File: config.mk
export PLATFORM = sky130hd
export DESIGN_NAME = mem_access_unit
export DESIGN_NICKNAME = d
export VERILOG_FILES = /design/src/rtl/mem_access_unit.sv
export SDC_FILE = /design/constraint.sdc
export NUM_CORES = 1
export LEC_CHECK = 0
export ABC_AREA = 1
export BUFFER_PORTS_ARGS = -buffer_cell sky130_fd_sc_hd__buf_2
export CAP_MARGIN = 20
export CORE_MARGIN = 10
export CORE_UTILIZATION = 28
export DETAILED_ROUTE_END_ITERATION = 7
export GPL_ROUTABILITY_DRIVEN = 0
export PLACE_DENSITY_LB_ADDON = 0.15
export REMOVE_ABC_BUFFERS = 1
export SKIP_CTS_REPAIR_TIMING = 1
export SLEW_MARGIN = 20
export SYNTH_ARGS = -nofsm -noshare
export SYNTH_HDL_FRONTEND = slang
export SYNTH_SLANG_ARGS = --single-unit
File: constraint.sdc
create_clock -name clk -period 1.3 [get_ports clk]
set_input_delay 0.195 -clock clk [delete_from_list [all_inputs] [get_ports clk]]
set_output_delay 0.195 -clock clk [all_outputs]
set_load 0.005 [all_outputs]
File: src/rtl/mem_access_unit.sv
// MEM-stage load/store unit in front of a word-wide DMem.
// Loads are extracted and extended into a registered result. Word stores go straight through.
// Sub-word stores take two cycles (read, then write the merged word) and stall the pipeline
// for the read cycle.
module mem_access_unit #(
   parameter int unsigned AW      = 5,
   parameter bit          BIG_END = 1'b0
) (
   input  logic          clk,
   input  logic          rst,
   input  logic          MemRead,
   input  logic          MemWrite,
   input  logic [31:0]   Addr,
   input  logic [31:0]   WData,
   input  logic [1:0]    Size,
   input  logic          LdUnsigned,
   output logic [AW-1:0] DataAdr,
   output logic [31:0]   DataIn,
   output logic          DMemW,
   output logic          DMemR,
   input  logic [31:0]   DataOut,
   output logic [31:0]   LoadData,
   output logic          LoadValid,
   output logic          Stall,
   output logic          Err
);

   typedef enum logic [0:0] {StIdle, StRmwWr} state_e;

   state_e        state_q, state_d;
   logic [31:0]   merge_q, merge_d;
   logic [AW-1:0] adr_q, adr_d;
   logic [31:0]   load_data_q, load_data_d;
   logic          load_valid_q, load_valid_d;
   logic          err_q, err_d;

   logic          illegal;
   logic [2:0]    lane_bytes;
   logic [5:0]    be_shift;
   logic [4:0]    shamt;
   logic [31:0]   lane_mask;
   logic [31:0]   lane;
   logic [31:0]   load_ext;
   logic [31:0]   merged;

   // Address bits above the DMem word range wrap and are deliberately ignored.
   logic          unused_addr;
   assign unused_addr = ^Addr[31:AW+2];

   // Request legality; only meaningful while a request is present.
   always_comb begin
      illegal = (MemRead | MemWrite) &
                ((MemRead & MemWrite) ||
                 (Size == 2'b11) ||
                 (Size == 2'b01 && Addr[0]) ||
                 (Size == 2'b10 && Addr[1:0] != 2'b00));
   end

   // Bit position of the addressed lane within the word.
   always_comb begin
      lane_bytes = (Size == 2'b00) ? 3'd1 : (Size == 2'b01) ? 3'd2 : 3'd4;
      be_shift   = 6'd32 - {lane_bytes, 3'b000} - {1'b0, Addr[1:0], 3'b000};
      shamt      = BIG_END ? be_shift[4:0] : {Addr[1:0], 3'b000};
      lane_mask  = (Size == 2'b00) ? 32'h0000_00ff : 32'h0000_ffff;
   end

   // Load extraction/extension and sub-word merge into the word read back from DMem.
   always_comb begin
      lane   = DataOut >> shamt;
      merged = (DataOut & ~(lane_mask << shamt)) | ((WData & lane_mask) << shamt);
      unique case (Size)
         2'b00:   load_ext = {{24{~LdUnsigned & lane[7]}}, lane[7:0]};
         2'b01:   load_ext = {{16{~LdUnsigned & lane[15]}}, lane[15:0]};
         default: load_ext = lane;
      endcase
   end

   // Next-state and DMem port control.
   always_comb begin
      state_d      = state_q;
      merge_d      = merge_q;
      adr_d        = adr_q;
      load_data_d  = load_data_q;
      load_valid_d = 1'b0;
      err_d        = 1'b0;
      DMemW        = 1'b0;
      DMemR        = 1'b0;
      Stall        = 1'b0;
      DataAdr      = Addr[AW+1:2];
      DataIn       = WData;
      unique case (state_q)
         StIdle: begin
            if (illegal) begin
               err_d = 1'b1;
            end else if (MemRead) begin
               DMemR        = 1'b1;
               load_data_d  = load_ext;
               load_valid_d = 1'b1;
            end else if (MemWrite) begin
               if (Size == 2'b10) begin
                  DMemW = 1'b1;
               end else begin
                  DMemR   = 1'b1;
                  Stall   = 1'b1;
                  merge_d = merged;
                  adr_d   = Addr[AW+1:2];
                  state_d = StRmwWr;
               end
            end
         end
         StRmwWr: begin
            // A reset landing here drops the pending write.
            DMemW   = ~rst;
            DataIn  = merge_q;
            DataAdr = adr_q;
            state_d = StIdle;
         end
      endcase
   end

   // State and result registers with synchronous reset.
   always_ff @(posedge clk) begin
      if (rst) begin
         state_q      <= StIdle;
         merge_q      <= 32'h0;
         adr_q        <= '0;
         load_data_q  <= 32'h0;
         load_valid_q <= 1'b0;
         err_q        <= 1'b0;
      end else begin
         state_q      <= state_d;
         merge_q      <= merge_d;
         adr_q        <= adr_d;
         load_data_q  <= load_data_d;
         load_valid_q <= load_valid_d;
         err_q        <= err_d;
      end
   end

   assign LoadData  = load_data_q;
   assign LoadValid = load_valid_q;
   assign Err       = err_q;

endmodule

==> results_dict.tcl <==
set metrics [dict create \
    timing.reg2reg.worst_path_depth 8 \
    yosys_reg_bits 72 \
    synth_ff_type "sky130_fd_sc_hd__dfxtp_1" \
    share_clk_of_total_power 0.390 \
    p_sw_mw 1.984 \
    cts_buffers 9 \
    power.total_mw 6.783 \
    synth_top_cell_by_area "sky130_fd_sc_hd__dfxtp_1" \
    die_width_um 146.6 \
    path_max_fanout 7 \
    drc 0 \
    timing.final.crit_period_ns 1.496 \
    wire_length_of_the_first_global_routing_pass_mm 27.04 \
    switching_share 0.2926 \
    grt_util_all_layers 0.1548 \
    outcome "complete, but fails checks" \
    seq_power_share 0.359 \
    crit_path_start_kind "flip-flop" \
    cts-root-to-sink-buffers 2 \
    setup_total_negative_slack_ns -8.291 \
    pwr-share-comb 0.251 \
    initial_core_util 0.2844 \
    core.rowCount 46 \
    place_hpwl_mm 13.32 \
    dp_cells 1165 \
    cts_tree "built" \
    antenna_found_initial 2 \
    timing.final.crit_share 1.151 \
    dr_total_vias 5317 \
    grt_ovf 0 \
    power_density_over_the_cells_nw_per_um2 984.3 \
    internal-power_mw 4.799 \
    critPathArrivalTime_ns 1.30 \
    synth-edff-count 0 \
    crit_required_ns 1.11 \
    final.setup_skew_ns 0.004125 \
    vdd_ir_drop_max_v 0.0006122 \
    buffer_ports.inserted 151 \
    cts_root_buf "sky130_fd_sc_hd__clkbuf_16" \
    drt_first_iter_violations 413 \
    hold_violations 0 \
    synth_most_common_cell "sky130_fd_sc_hd__nand2_1" \
    yosysSeqAreaShare 0.3214 \
    number_of_h_tree_branching_levels 3 \
    dieHeight_um 146.6 \
    max_freq_mhz 668.2 \
    timing.final.ws_setup_ns -0.1965 \
    hold_depth 3 \
    worstSkewPairLatency_ns 0.34 \
    synthesis.instances 787 \
    num_io_pins 177 \
    synth.top_cell.area_share 0.3214 \
    via_count_of_the_first_global_routing_pass 4994 \
    final_report_setup_violation_count 77 \
    global_route.usage.met2 0.2475 \
    leakagePower_nw 3.724 \
    rsz0062_at_grt "yes" \
    routed_wirelength_mm 18.66 \
    drt-wirelength-per-cell_um 15.49 \
    fp.coreArea_um2 15770 \
    ys_top_cells_by_count "sky130_fd_sc_hd__nand2_1 (302), sky130_fd_sc_hd__nor2_1 (130), sky130_fd_sc_hd__dfxtp_1 (72), sky130_fd_sc_hd__inv_1 (66), sky130_fd_sc_hd__o21ai_0 (65)" \
    firstDrtPassIters 5 \
    stdcell_count 1205 \
    cp_slowest_stage_delay_ns 0.36 \
    floorplan.die_area_um2 21480 \
    syn_avg_cell_area_um2 5.698 \
    cp_cell_sequence "buf_12, clkbuf_16, o21ai_2, buf_2" \
    hold_path.class "in2reg" \
    gr-usage-met3 0.03708 \
    setup.worst_path.end_class "output port" \
    async_reset_ff_frac 0 \
    finalMaxSlewViolations 0 \
    maxCapViolCount 0 \
    postRouteAntennaNets 0 \
    number_of_nets_in_the_final_layout 1085 \
    grt.busiest_layer "met2" \
    syn_area_um2 4484 \
    path_class "reg2out" \
    max_slew_margin 0.6484 \
    synth_warnings 0 \
    final_cell_area_um2 6892 \
    synth.lib_cells_used.distinct 28 \
    detail_route.vias_per_cell 4.412 \
    preCtsSetupSlack_ns -0.2564 \
    failed_checks "negative setup slack" \
    layout_stage_area_growth_over_the_synthesis_result_pct 53.68 \
    grt_max_degree 44 \
    gr-usage-met1 0.1985 \
    ys_top_cells_by_area "sky130_fd_sc_hd__dfxtp_1 (32%), sky130_fd_sc_hd__nand2_1 (25%), sky130_fd_sc_hd__nor2_1 (11%), sky130_fd_sc_hd__o21ai_0 (7.3%), sky130_fd_sc_hd__nand3_1 (5.9%)" \
    clk_pin_slew_ns 0.06 \
    fraction_of_final_layout_cells_sized_beyond_drive_strength_1 0.3343 \
    worst_margin_slew_ns 0.5219 \
    worst_path_max_delay_cell "sky130_fd_sc_hd__dfxtp_4" \
    cts.sinks 72 \
    placed_cell_area_um2 5853 \
]
-- cell usage in the layout (no fill, tap or decap), types with 3 or more instances in the layout --
master / netlist / layout
sky130_fd_sc_hd__nand2_2: 0 / 17
sky130_fd_sc_hd__inv_1: 66 / 65
sky130_fd_sc_hd__nor2_2: 4 / 15
sky130_fd_sc_hd__nor3_1: 7 / 7
sky130_fd_sc_hd__inv_2: 4 / 4
sky130_fd_sc_hd__nand2_4: 1 / 4
sky130_fd_sc_hd__o21ai_2: 0 / 6
sky130_fd_sc_hd__clkbuf_8: 0 / 4
sky130_fd_sc_hd__a22oi_1: 7 / 7
sky130_fd_sc_hd__a21oi_1: 11 / 3
sky130_fd_sc_hd__nand3_1: 53 / 53
sky130_fd_sc_hd__buf_2: 12 / 148
sky130_fd_sc_hd__a21oi_2: 0 / 8
sky130_fd_sc_hd__clkbuf_16: 0 / 18
sky130_fd_sc_hd__nor2_1: 130 / 98
sky130_fd_sc_hd__a21boi_0: 8 / 8
sky130_fd_sc_hd__nor2_4: 1 / 22
sky130_fd_sc_hd__o21ai_0: 65 / 53
sky130_fd_sc_hd__buf_12: 0 / 15
sky130_fd_sc_hd__buf_4: 8 / 49
sky130_fd_sc_hd__nand2_1: 302 / 282
sky130_fd_sc_hd__o21ai_1: 1 / 7
sky130_fd_sc_hd__dfxtp_1: 72 / 71
sky130_fd_sc_hd__buf_6: 4 / 9
-- metal layers --
| layer | up-vias | routed length, µm |
|---|---|---|
| met1 | 2337 | 8397 |
| met2 | 129 | 9060 |
| met4 | 2 | 265 |
| met5 | - | 13 |
| met3 | 18 | 926 |
| li1 | 2831 | - |
-- worst paths after layout --
path,start,endpoint,slack (ns)
worst min-delay path,Addr[4],adr_q[2],0.1
worst min register to register,merge_q[7],merge_q[7],0.46
worst max-delay path,state_q,DataIn[9],-0.20
worst max register to register,state_q,merge_q[14],-0.10
-- critical path: cells and delay by family (launching register included) --
kind / cells / cell delay (ns)
buffers and inverters: 3 / 0.46
flip-flops: 1 / 0.36
AO/OA/AOI/OAI: 1 / 0.12
-- state kept, by name, indices dropped and copies added (netlist names) --
register	count
merge_q	32
LoadData	32
LoadValid	1
Err	1
adr_q	5
state_q	1
-- power by group through the flow --
stage	Sequential, mW	Clock [mW]	Combinational, mW
6_report	2.44	2.64	1.70
5_1_grt	2.46	2.79	1.91
4_1_cts	2.43	2.71	1.50
3_5_place_dp	2.48	0	1.49
3_3_place_gp	2.48	0	1.50
2_1_floorplan	2.49	0	0.705
-- cell families after synthesis --
kind of cell,synth area share
compound gates,0.1141
simple gates,0.4464
buf+inv,0.1180
flops,0.3214
-- metrics by stage --
step / hold WS [ns] / utilization
4_1_cts: 0.08681 / 0.3914
5_1_grt: 0.1032 / 0.4368
6_report: 0.09854 / 0.4370
2_1_floorplan: 0.2674 / -
3_3_place_gp: 0.4383 / 0.3712
3_5_place_dp: 0.4353 / 0.3712
-- area by class of cell --
cell class	count	area, µm²
multi-input combinational	596	2823
timing repair buffer	230	1735
tap	216	270.3
sequential	72	1445
antenna	2	5.005
inverter	73	294.0
clock buffer	14	284.0
clock inverter	2	35.03
fill	1761	8879
(Power assumes the default switching activity.)
